===== src/rtl/updown_sweep_ctrl.sv =====
// Sweep controller for the up/down count register: triangular ramps between
// latched bounds, with a dwell at each bound, repeated N times or until aborted.
module updown_sweep_ctrl #(
  parameter int unsigned WIDTH   = 4,
  parameter int unsigned DWELL   = 2,
  parameter int unsigned SWEEP_W = 8
) (
  input  logic               CLOCK,
  input  logic               RESET,
  input  logic               START,
  input  logic               ABORT,
  input  logic [WIDTH-1:0]   LO,
  input  logic [WIDTH-1:0]   HI,
  input  logic [SWEEP_W-1:0] SWEEPS,
  output logic [WIDTH-1:0]   COUNT_OUT,
  output logic               DIRECTION,
  output logic               STEP,
  output logic               BUSY,
  output logic               DONE,
  output logic               CFG_ERR
);

  localparam int unsigned DW_W = (DWELL > 0) ? $clog2(DWELL + 1) : 1;

  typedef enum logic [2:0] {
    IDLE     = 3'd0,
    UP       = 3'd1,
    DWELL_HI = 3'd2,
    DOWN     = 3'd3,
    DWELL_LO = 3'd4
  } state_t;

  state_t             state, state_d;
  logic [WIDTH-1:0]   count, count_d;
  logic [WIDTH-1:0]   lo_q, lo_d;
  logic [WIDTH-1:0]   hi_q, hi_d;
  logic [SWEEP_W-1:0] sweeps_q, sweeps_d;
  logic [SWEEP_W-1:0] sweep_cnt, sweep_cnt_d;
  logic [SWEEP_W-1:0] sweep_inc;
  logic [DW_W-1:0]    dwell_cnt, dwell_d;
  logic               dir, dir_d;
  logic               step, step_d;
  logic               busy, busy_d;
  logic               done, done_d;
  logic               cfg_err, cfg_err_d;
  logic               dwell_last;

  assign sweep_inc  = sweep_cnt + SWEEP_W'(1);
  assign dwell_last = (dwell_cnt == DW_W'(DWELL));

  // State and datapath registers
  always_ff @(posedge CLOCK) begin
    if (RESET) begin
      state     <= IDLE;
      count     <= '0;
      lo_q      <= '0;
      hi_q      <= '0;
      sweeps_q  <= '0;
      sweep_cnt <= '0;
      dwell_cnt <= '0;
      dir       <= 1'b1;
      step      <= 1'b0;
      busy      <= 1'b0;
      done      <= 1'b0;
      cfg_err   <= 1'b0;
    end else begin
      state     <= state_d;
      count     <= count_d;
      lo_q      <= lo_d;
      hi_q      <= hi_d;
      sweeps_q  <= sweeps_d;
      sweep_cnt <= sweep_cnt_d;
      dwell_cnt <= dwell_d;
      dir       <= dir_d;
      step      <= step_d;
      busy      <= busy_d;
      done      <= done_d;
      cfg_err   <= cfg_err_d;
    end
  end

  // Next-state and next-output logic; STEP/DONE/CFG_ERR are single-cycle pulses
  always_comb begin
    state_d     = state;
    count_d     = count;
    lo_d        = lo_q;
    hi_d        = hi_q;
    sweeps_d    = sweeps_q;
    sweep_cnt_d = sweep_cnt;
    dwell_d     = dwell_cnt;
    dir_d       = dir;
    step_d      = 1'b0;
    busy_d      = busy;
    done_d      = 1'b0;
    cfg_err_d   = 1'b0;

    if (ABORT && (state != IDLE)) begin
      state_d = IDLE;
      busy_d  = 1'b0;
      dir_d   = 1'b1;
      dwell_d = '0;
    end else begin
      case (state)
        IDLE: begin
          if (START && !ABORT) begin
            if (LO > HI) begin
              cfg_err_d = 1'b1;
            end else begin
              lo_d        = LO;
              hi_d        = HI;
              sweeps_d    = SWEEPS;
              sweep_cnt_d = '0;
              dwell_d     = '0;
              count_d     = LO;
              busy_d      = 1'b1;
              dir_d       = 1'b1;
              state_d     = UP;
            end
          end
        end
        UP: begin
          if (count < hi_q) begin
            count_d = count + WIDTH'(1);
            step_d  = 1'b1;
          end else begin
            dwell_d = '0;
            state_d = DWELL_HI;
          end
        end
        DWELL_HI: begin
          if (dwell_last) begin
            dwell_d = '0;
            dir_d   = 1'b0;
            state_d = DOWN;
          end else begin
            dwell_d = dwell_cnt + DW_W'(1);
          end
        end
        DOWN: begin
          if (count > lo_q) begin
            count_d = count - WIDTH'(1);
            step_d  = 1'b1;
          end else begin
            dwell_d = '0;
            state_d = DWELL_LO;
          end
        end
        DWELL_LO: begin
          if (dwell_last) begin
            dwell_d     = '0;
            dir_d       = 1'b1;
            sweep_cnt_d = sweep_inc;
            // SWEEPS==0 runs forever; the counter just wraps
            if ((sweeps_q != '0) && (sweep_inc == sweeps_q)) begin
              busy_d  = 1'b0;
              done_d  = 1'b1;
              state_d = IDLE;
            end else begin
              state_d = UP;
            end
          end else begin
            dwell_d = dwell_cnt + DW_W'(1);
          end
        end
        default: begin
          state_d = IDLE;
        end
      endcase
    end
  end

  assign COUNT_OUT = count;
  assign DIRECTION = dir;
  assign STEP      = step;
  assign BUSY      = busy;
  assign DONE      = done;
  assign CFG_ERR   = cfg_err;

endmodule

===== config.mk =====
export PLATFORM = sky130hd
export DESIGN_NAME = updown_sweep_ctrl
export DESIGN_NICKNAME = d
export VERILOG_FILES = /design/src/rtl/updown_sweep_ctrl.sv
export SDC_FILE = /design/constraint.sdc
export NUM_CORES = 1
export LEC_CHECK = 0
export ABC_CLOCK_PERIOD_IN_PS = 2400
export CORE_ASPECT_RATIO = 0.75
export CORE_MARGIN = 4
export CORE_UTILIZATION = 35
export CTS_BUF_LIST = sky130_fd_sc_hd__clkbuf_16
export DETAILED_ROUTE_END_ITERATION = 8
export GPL_ROUTABILITY_DRIVEN = 0
export PLACE_DENSITY = 0.64
export SETUP_SLACK_MARGIN = 0.3
export SKIP_CTS_REPAIR_TIMING = 1
export SYNTH_ARGS = -nofsm -noshare
export SYNTH_HDL_FRONTEND = slang
export SYNTH_SLANG_ARGS = --single-unit

===== constraint.sdc =====
create_clock -name CLOCK -period 2.4 [get_ports CLOCK]
set_input_delay 0.48 -clock CLOCK [delete_from_list [all_inputs] [get_ports CLOCK]]
set_output_delay 0.48 -clock CLOCK [all_outputs]
set_load 0.02 [all_outputs]

==> results.toml, run 1 <==
[cts]
clock_sinks = 38
clockBufferDepth = 2
cts_buffers = 5
insertion_delay_ns = 0.27
htree_levels = 2
clkSlewWorstSetupHoldPaths_ns = 0.06
clockRootBuffer = "clkbuf_16"
tritoncts = "done"

[logic_synthesis]
synth.net_count = 331
synthArstFlopShare_pct = 0
ys_types = 49
yosys-top-cells-area = "dfxtp_1 33%, a21oi_1 7.7%, ha_1 7.5%"
yosys.area.top_type = "dfxtp_1"
ys_warn_count = 0
synth_flop_cell = "dfxtp_1"
synth-edff-count = 0
syn_area_sq_um = 2340
syn_area_per_cell_sq_um = 7.905
ys_seq_elements = 38
syn_inst = 296
synth_top_area_share_pct = 32.51
ys_seq_area_share_pct = 32.51

[worst_setup_path]
start_kind = "input port"
required_ns = 2.61
crit_arrival_ns = 2.25
worstSetupPathType = "in2reg"
critPathMaxFanout = 7
cp-end-kind = "flop"

[final_layout]
nets = 369
diodes = 0
drive_gt1_share_pct = 14.33
stdcell_area_sq_um = 3054
utilization_pct = 47.86
syn2layout_area_growth_pct = 30.53
layout.cells.non_filler = 416

[sta]
finalCriticalPeriod_ns = 2.044
fmax_mhz = 489.3
maxSlewHeadroom_pct = 73.72
tightest_slew_ns = 0.3918
drv_slew = 0
finalHoldViolCount = 0
grt_setup_unrepaired = "false"
finalSetupTns_ns = 0
setup_viol = 0
finalCritPeriodShare_pct = 85.15
worst_slack_ns = 0.3563
skew_ns = 0.003634

[placement]
dp_slack_ns = -0.3032
hpwlAfterDp_microns = 4617
place_area_sq_um = 2805
numPortBuffers = 28
dp_cells = 406

[floorplan]
row_count = 25
io_pins = 29
dieHeight_microns = 78.81
die_x_microns = 102.4
initial_core_util_pct = 36.67
coreArea_sq_um = 6381
die-area_sq_um = 8071

[routing]
via_per_inst = 5.457
postRouteWirelength_microns = 6314
first_iter_violations = 112
ant_nets = 0
wl_per_cell_microns = 15.18
drc = 0
firstDrtPassIters = 4
vias = 2270

[power]
leakagePower_uw = 0.001221
irDropWorstVdd_mv = 0.2951
p_per_area_nw_per_um2 = 783.4

[global_routing]
overflow = 0
grt_pass1_wl_microns = 10400
grtUsageTotal_pct = 16.03
met1_usage_pct = 25.32
global_route.usage.met3_pct = 2.985
grt_busiest_layer = "met1"
antenna_found_initial = 0
met2_usage_pct = 22.11
grt_max_degree = 27
grt_pass1_vias = 2148

[worst_hold_path]
hp-class = "reg2reg"

[status]
status = "complete, no violations"

[flow_run]
cap_violations = 0
[synth_stat cells, types with 3 or more instances]
cell and n:
o21ai_0 32, o31ai_1 6, a21o_1 4, ha_1 14, inv_1 16, xor2_1 5, nand2_1 25, xnor2_1 9
nor3_1 8, and2_1 5, clkbuf_1 14, or3_1 3, nand2b_1 10, dfxtp_1 38, a211oi_1 5, nand4_1 8
nor2b_1 6, o21ai_1 3, nor2_1 8, nand3_1 4, a21oi_1 36
[worst max-delay path, stage by stage]
cell	delay [ns]
clkdlybuf4s50_1	0.54
ha_4	0.23
o211a_1	0.14
nor3_2	0.22
buf_4	0.16
nor2_4	0.05
or3_1	0.34
o21ai_1	0.11
[state kept, by name (all words and copies together), names as in the netlist]
| signal | count |
|---|---|
| dwell_cnt | 2 |
| BUSY | 1 |
| sweep_cnt | 8 |
| state | 3 |
| CFG_ERR | 1 |
| DONE | 1 |
| sweeps_q | 8 |
| STEP | 1 |
| COUNT_OUT | 4 |
| DIRECTION | 1 |
| lo_q | 4 |
| hi_q | 4 |
[per-stage QoR]
step | hold WS, ns | power, uW
6_report | 0.4702 | 2393
5_1_grt | 0.5025 | 2555
4_1_cts | 0.4735 | 2334
3_5_place_dp | 0.4659 | 1709
3_3_place_gp | 0.4587 | 1702
2_1_floorplan | 0.4441 | 1380
[per-layer routing]
| metal | share of wire (%) | up-vias | wire length, microns |
|---|---|---|---|
| met5 | 0 | - | 0 |
| met4 | 1.2 | 0 | 74 |
| met3 | 6.5 | 6 | 412 |
| met2 | 42 | 70 | 2634 |
| met1 | 51 | 1045 | 3193 |
| li1 | - | 1149 | - |
[area by class of cell]
| class | instances | area [sq um] |
|---|---|---|
| Multi-Input combinational cell | 225 | 1525 |
| Inverter | 16 | 60.06 |
| Clock buffer | 5 | 125.1 |
| Timing Repair Buffer | 48 | 460.4 |
| Clock inverter | 3 | 12.51 |
| Tap cell | 81 | 101.3 |
| Sequential cell | 38 | 769.5 |
| Fill cell | 623 | 3327 |
[power breakdown]
part           switching, uW  leakage [uW]  internal, uW
clock                    244     0.0000724           375
sequential              83.6      0.000311           706
combinational            540      0.000838           443
total                    868       0.00122          1530
[final timing paths]
kind	startpoint	end	slack, ns	depth (start not counted)
worst max-delay path	LO[2]	state[0]	0.36	8
worst min-delay path	sweep_cnt[1]	sweep_cnt[1]	0.47	2
worst max register to register	COUNT_OUT[1]	COUNT_OUT[0]	0.44	6
worst min register to register	sweep_cnt[1]	sweep_cnt[1]	0.47	2
[cells in the final DEF, fill, tap and decap left out, types with 2 or more instances in the layout]
| cell type | Yosys | layout |
|---|---|---|
| or4_1 | 2 | 2 |
| buf_4 | 1 | 19 |
| dfxtp_1 | 38 | 33 |
| nor4_1 | 2 | 2 |
| or2_1 | 2 | 2 |
| o31ai_1 | 6 | 6 |
| o211a_1 | 2 | 2 |
| nand2_1 | 25 | 25 |
| clkdlybuf4s50_1 | 0 | 21 |
| a21o_1 | 4 | 4 |
| o21ai_2 | 0 | 2 |
| o21ai_1 | 3 | 7 |
| inv_2 | 0 | 2 |
| a21oi_1 | 36 | 36 |
| ha_4 | 0 | 3 |
| nor2b_1 | 6 | 6 |
| a211oi_1 | 5 | 5 |
| dfxtp_2 | 0 | 4 |
| nor3_1 | 8 | 7 |
| nand3_1 | 4 | 4 |
| nor2_1 | 8 | 6 |
| and2_1 | 5 | 4 |
| and3_1 | 2 | 2 |
| or3_1 | 3 | 3 |
| nand2b_1 | 10 | 10 |
| clkbuf_16 | 0 | 5 |
| inv_1 | 16 | 15 |
| o211ai_1 | 2 | 2 |
| o21ai_0 | 32 | 26 |
| ha_1 | 14 | 11 |
| nor2_2 | 1 | 2 |
| nand4_1 | 8 | 8 |
| xor2_1 | 5 | 5 |
| nor3b_1 | 2 | 2 |
| xnor2_1 | 9 | 9 |
| o32ai_1 | 2 | 2 |
| dlymetal6s2s_1 | 0 | 7 |
[kinds of logic (layout without fill, tap and decap cells)]
logic type               count (synthesis)  after routing  synth area share [%]
adder cells (fa/ha/maj)                 15             15                 8.342
buffers and inverters                   33             72                 5.562
AND/OR/NAND/NOR                         93             93                 21.98
XOR/XNOR                                14             14                 5.241
flip-flops                              38             38                 32.51
AO/OA/AOI/OAI                          103            103                 26.36
Note: power is estimated with default switching activity, not from simulation.
==> inputs of run 2 (changes only) <==
--- a/config.mk
+++ b/config.mk
@@ -7,12 +7,12 @@
 export LEC_CHECK = 0
 export ABC_CLOCK_PERIOD_IN_PS = 2400
 export CORE_ASPECT_RATIO = 0.75
-export CORE_MARGIN = 4
 export CORE_UTILIZATION = 35
 export CTS_BUF_LIST = sky130_fd_sc_hd__clkbuf_16
 export DETAILED_ROUTE_END_ITERATION = 8
 export GPL_ROUTABILITY_DRIVEN = 0
-export PLACE_DENSITY = 0.64
+export PLACE_DENSITY = 0.65
+export RECOVER_POWER = 25
 export SETUP_SLACK_MARGIN = 0.3
 export SKIP_CTS_REPAIR_TIMING = 1
 export SYNTH_ARGS = -nofsm -noshare
==> run 2 against run 1 <==
Net effect:
- core utilization grew 0.55 points
- largest power group unchanged
- clock power is 22% higher
- combinational power shrank 0.8%
- die area shrank 13%
- worst setup slack got worse by 0.15 ns
- power increased by 5.4%
- critical path type unchanged
- non-clock buffer count is 5 higher
- sequential share of layout area is 0.37 points lower
- largest cell class unchanged
==> results.toml, run 2 (synthesis results as in run 1) <==
[status]
status = "complete, no violations"

[flow_run]
cap_violations = 0

[placement]
hpwlAfterDp_microns = 4640
numPortBuffers = 28

[power]
intPower_uw = 1633
irDropWorstVdd_mv = 0.2876
swShare_pct = 35.29
power_frac_comb_pct = 38.7
leakagePower_uw = 0.001269
p_seq_share_pct = 31.3
p_per_area_nw_per_um2 = 816.6
p_switching_uw = 890.1
clkPwrFrac_pct = 30.0

[final_layout]
mostFrequentLayoutCells = "36 x a21oi_1, 35 x dfxtp_1, 28 x o21ai_0"
nets = 374
diodes = 0
drive_gt1_share_pct = 14.71
syn2layout_area_growth_pct = 32.03
layout_commonest_cell = "a21oi_1"
largest_registers = "sweep_cnt: 8 flops, sweeps_q: 8 flops"

[sta]
setup_viol = 0
maxSlewHeadroom_pct = 67.81
grt_setup_unrepaired = "false"
finalSetupTns_ns = 0
fmax_mhz = 456.4
tightest_slew_ns = 0.4791
hold_ws_ns = 0.4831
finalCriticalPeriod_ns = 2.191
drv_slew = 0
skew_ns = 0.003828
finalHoldViolCount = 0
finalCritPeriodShare_pct = 91.29

[worst_setup_path]
r2r-end = "COUNT_OUT[0]"
worstSetupPathType = "in2reg"
reg2reg_depth = 7
start_kind = "input port"
ff2ff_setup_slack_ns = 0.36
cp-end-kind = "flop"
required_ns = 2.56
critPathMaxFanout = 8
crit_family = "compound AO/OA/AOI/OAI gates"
path_buf_inv = 3
max_stage_delay_ns = 0.42
crit_slowest_cell = "nor3_1"
crit_arrival_ns = 2.35
cp_cell_sequence = "dlymetal6s2s_1 -> inv_1 -> ha_1 -> nor2b_1 -> o211a_1 -> nor3_1 -> o211ai_1 -> buf_4 -> a21oi_1 -> o32ai_2"
r2r_start = "COUNT_OUT[0]"

[routing]
via_per_inst = 5.361
postRouteWirelength_microns = 6407
drc = 0
first_iter_violations = 186
wl_per_cell_microns = 15.22
ant_nets = 0
vias = 2257
firstDrtPassIters = 4

[cts]
clock_sinks = 38
cts_buffers = 5
htree_levels = 2
clockBufferDepth = 2
tritoncts = "done"
insertion_delay_ns = 0.28
clockRootBuffer = "clkbuf_16"
clkSlewWorstSetupHoldPaths_ns = 0.06

[worst_hold_path]
hp-class = "reg2reg"
holdPathEnd = "lo_q[1]"
holdPathStages = 2
worstHoldStart = "lo_q[1]"

[global_routing]
grt_pass1_vias = 2110
overflow = 0
grt_max_degree = 30
grtUsageTotal_pct = 19.27
antenna_found_initial = 0
grt_pass1_wl_microns = 10270

[floorplan]
coreArea_sq_um = 6381
io_pins = 29
die_x_microns = 96.41
initial_core_util_pct = 36.67
row_count = 25
die-area_sq_um = 7020
dieHeight_microns = 72.81
==> run 2: changes by cell type in the layout (fill, tap and decap cells not counted), sizes merged <==
cell	change
buf	+5
bufinv	+1
clkdlybuf4s50	-7
dlygate4sd3	+6
dlymetal6s2s	+1
inv	-1
==> run 2: through the flow <==
stage / setup WS (ns) / power, uW / util [%] / cell area, sq um / cells
6_report: 0.2091 / 2523 / 48.41 / 3089 / 421
5_1_grt: 0.1489 / 2670 / 48.41 / 3089 / 421
4_1_cts: -0.01586 / 2461 / 46.94 / 2995 / 419
3_5_place_dp: -0.3080 / 1710 / 44.35 / 2830 / 411
3_3_place_gp: -0.2548 / 1708 / 44.35 / 2830 / 411
2_1_floorplan: 0.2597 / 1380 / - / 2346 / 296
==> run 2: final cells by class <==
class	count	area [sq um]
fill	632	3292
multi-input combinational	225	1504
sequential	38	767.0
timing repair buffer	53	491.7
clock buffer	5	125.1
tap	81	101.3
inverter	16	60.06
clock inverter	3	40.04
==> run 2: worst min-delay path: cells and delay by family (launching register included) <==
kind | cells | cell delay (ns)
flops | 1 | 0.31
compound gates | 2 | 0.13
==> run 2: routing by layer <==
layer	vias up	track usage, %	part of all wire, %
met2	50	25.77	40
met5	-	0	0
met3	7	3.229	5.6
met1	1042	30.68	53
met4	0	5.882	1.3
li1	1158	-	-
==> run 2: power groups by stage <==
stage	combinational (uW)	sequential [uW]	clock [uW]
5_1_grt	1080	802	788
3_3_place_gp	907	801	0
2_1_floorplan	564	816	0
3_5_place_dp	908	802	0
4_1_cts	913	788	760
6_report	975	791	757
==> run 2: how the worst max path moves through the flow <==
stage                from  cells past startpoint      endpoint  slack (ns)
floorplan           HI[1]                      8     DIRECTION        0.26
global placement    HI[1]                      9  sweep_cnt[6]       -0.25
detailed placement  HI[1]                      9  sweep_cnt[2]       -0.31
CTS                 HI[1]                      9  sweep_cnt[2]       -0.02
global route        HI[1]                     10  sweep_cnt[4]        0.15
finish              HI[1]                     10  sweep_cnt[4]        0.21
==> inputs of run 3 (changes only) <==
--- a/config.mk
+++ b/config.mk
@@ -13,6 +13,7 @@
 export GPL_ROUTABILITY_DRIVEN = 0
 export PLACE_DENSITY = 0.65
 export RECOVER_POWER = 25
+export REMOVE_ABC_BUFFERS = 1
 export SETUP_SLACK_MARGIN = 0.3
 export SKIP_CTS_REPAIR_TIMING = 1
 export SYNTH_ARGS = -nofsm -noshare
==> run 3 against run 2 <==
Net effect:
- critical path depth down 3
- first-iteration DRC count is 8.6% higher
- fmax increased by 3.2%
- final cell count did not move
- worst setup slack improved by 0.068 ns
- flip-flop and latch count did not move
- via count up 3.2%
- worst hold slack worse by 0.0095 ns
- sequential power up 2%
- highest routed layer unchanged
==> results.toml, run 3 (synthesis results as in run 1) <==
[status]
status = "complete, no violations"

[worst_hold_path]
worstHoldStart = "dwell_cnt[0]"
holdPathEnd = "dwell_cnt[1]"
hp-class = "reg2reg"
holdPathStages = 2

[cts]
clockBufferDepth = 2
insertion_delay_ns = 0.28
cts_buffers = 5
tritoncts = "done"
clock_sinks = 38
htree_levels = 2
clockRootBuffer = "clkbuf_16"
clkSlewWorstSetupHoldPaths_ns = 0.06

[power]
leakagePower_uw = 0.001288
p_per_area_nw_per_um2 = 835.5
irDropWorstVdd_mv = 0.3734
finalPower_uw = 2651

[sta]
maxSlewHeadroom_pct = 68.18
fmax_mhz = 471.1
finalCriticalPeriod_ns = 2.123
setup_viol = 0
finalHoldViolCount = 0
skew_ns = 0.003884
finalCritPeriodShare_pct = 88.44
grt_setup_unrepaired = "true"
tightest_slew_ns = 0.4737
drv_slew = 0

[final_layout]
mostFrequentLayoutCells = "34 x a21oi_1, 32 x dfxtp_1, 26 x o21ai_0"
largest_registers = "sweep_cnt: 8 flops, sweeps_q: 8 flops"
diodes = 0
layout.cells.non_filler = 421
syn2layout_area_growth_pct = 35.61
nets = 374
fillers = 611
multi_input_area_sq_um = 1562
regArea_sq_um = 768.2
drive_gt1_share_pct = 17.94
layout_commonest_cell = "a21oi_1"

[worst_setup_path]
reg2reg_depth = 7
cp.depth = 7
worstSetupPathType = "reg2reg"
crit_family = "compound AO/OA/AOI/OAI gates"
path_buf_inv = 0
critPathMaxFanout = 7
crit_slowest_cell = "and2_0"
r2r-end = "DIRECTION"
start_kind = "flop"
r2r_start = "COUNT_OUT[1]"
required_ns = 2.57
ff2ff_setup_slack_ns = 0.28
crit_arrival_ns = 2.29
cp-end-kind = "flop"
max_stage_delay_ns = 0.41
cp_cell_sequence = "ha_1 -> nor2b_1 -> o211ai_1 -> a21o_1 -> and2_0 -> nand3_2 -> a221o_1"

[routing]
firstDrtPassIters = 4
via_per_inst = 5.534
drc = 0
first_iter_violations = 202
wl_per_cell_microns = 15.12
vias = 2330
ant_nets = 0
postRouteWirelength_microns = 6367

[flow_run]
cap_violations = 0

[floorplan]
die-area_sq_um = 7020
coreArea_sq_um = 6381
die_x_microns = 96.41
row_count = 25
initial_core_util_pct = 36.67
dieHeight_microns = 72.81
io_pins = 29

[placement]
numPortBuffers = 28
hpwlAfterDp_microns = 4674
dp_cells = 411

[global_routing]
grt_pass1_wl_microns = 10170
overflow = 0
grt_max_degree = 23
grt_pass1_vias = 2141
grtUsageTotal_pct = 19.05
antenna_found_initial = 0
==> run 3: tightest hold or removal path, cell delays in order (launching register included) <==
cell     delay [ns]
dfxtp_1        0.32
nand2_1        0.06
a21oi_1        0.05
==> run 3: stage by stage <==
stage | setup slack (ns) | area, sq um | hold slack, ns | util [%] | setup TNS (ns)
after floorplan | 0.05255 | 2270 | 0.4379 | - | 0
after global placement | -0.2706 | 2824 | 0.4624 | 44.25 | -5.320
after detailed placement | -0.3179 | 2824 | 0.4694 | 44.25 | -5.945
after CTS | -0.07179 | 3013 | 0.4742 | 47.22 | -0.2635
after global routing | 0.1752 | 3173 | 0.4994 | 49.73 | 0
final | 0.2774 | 3173 | 0.4736 | 49.73 | 0
==> run 3: area by class of cell <==
type | count | share of cell area [%]
Sequential cell | 38 | 24.21
Inverter | 16 | 1.893
Multi-Input combinational cell | 225 | 49.21
Tap cell | 81 | 3.194
Timing Repair Buffer | 53 | 15.54
Clock inverter | 3 | 2.011
Clock buffer | 5 | 3.943
==> run 3: worst max path at each step <==
stage / endpoint / slack [ns] / from
3_5_place_dp: sweep_cnt[5] / -0.32 / HI[1]
3_3_place_gp: sweep_cnt[5] / -0.27 / HI[1]
4_1_cts: sweep_cnt[5] / -0.07 / HI[1]
5_1_grt: DIRECTION / 0.18 / COUNT_OUT[1]
2_1_floorplan: DIRECTION / 0.05 / HI[1]
6_report: DIRECTION / 0.28 / COUNT_OUT[1]
==> run 3: report_power, final <==
group | switching (uW) | internal [uW] | leakage, uW
Sequential | 94.8 | 708 | 0.000311
Clock | 257 | 592 | 0.0000915
Combinational | 555 | 444 | 0.000886
==> run 3: per-layer routing <==
layer | track usage, % | up-vias | share of wire, %
met1 | 28.59 | 1108 | 51
li1 | - | 1162 | -
met4 | 4.575 | 0 | 0.86
met2 | 27.74 | 54 | 43
met3 | 3.854 | 6 | 5.6
met5 | 0 | - | 0
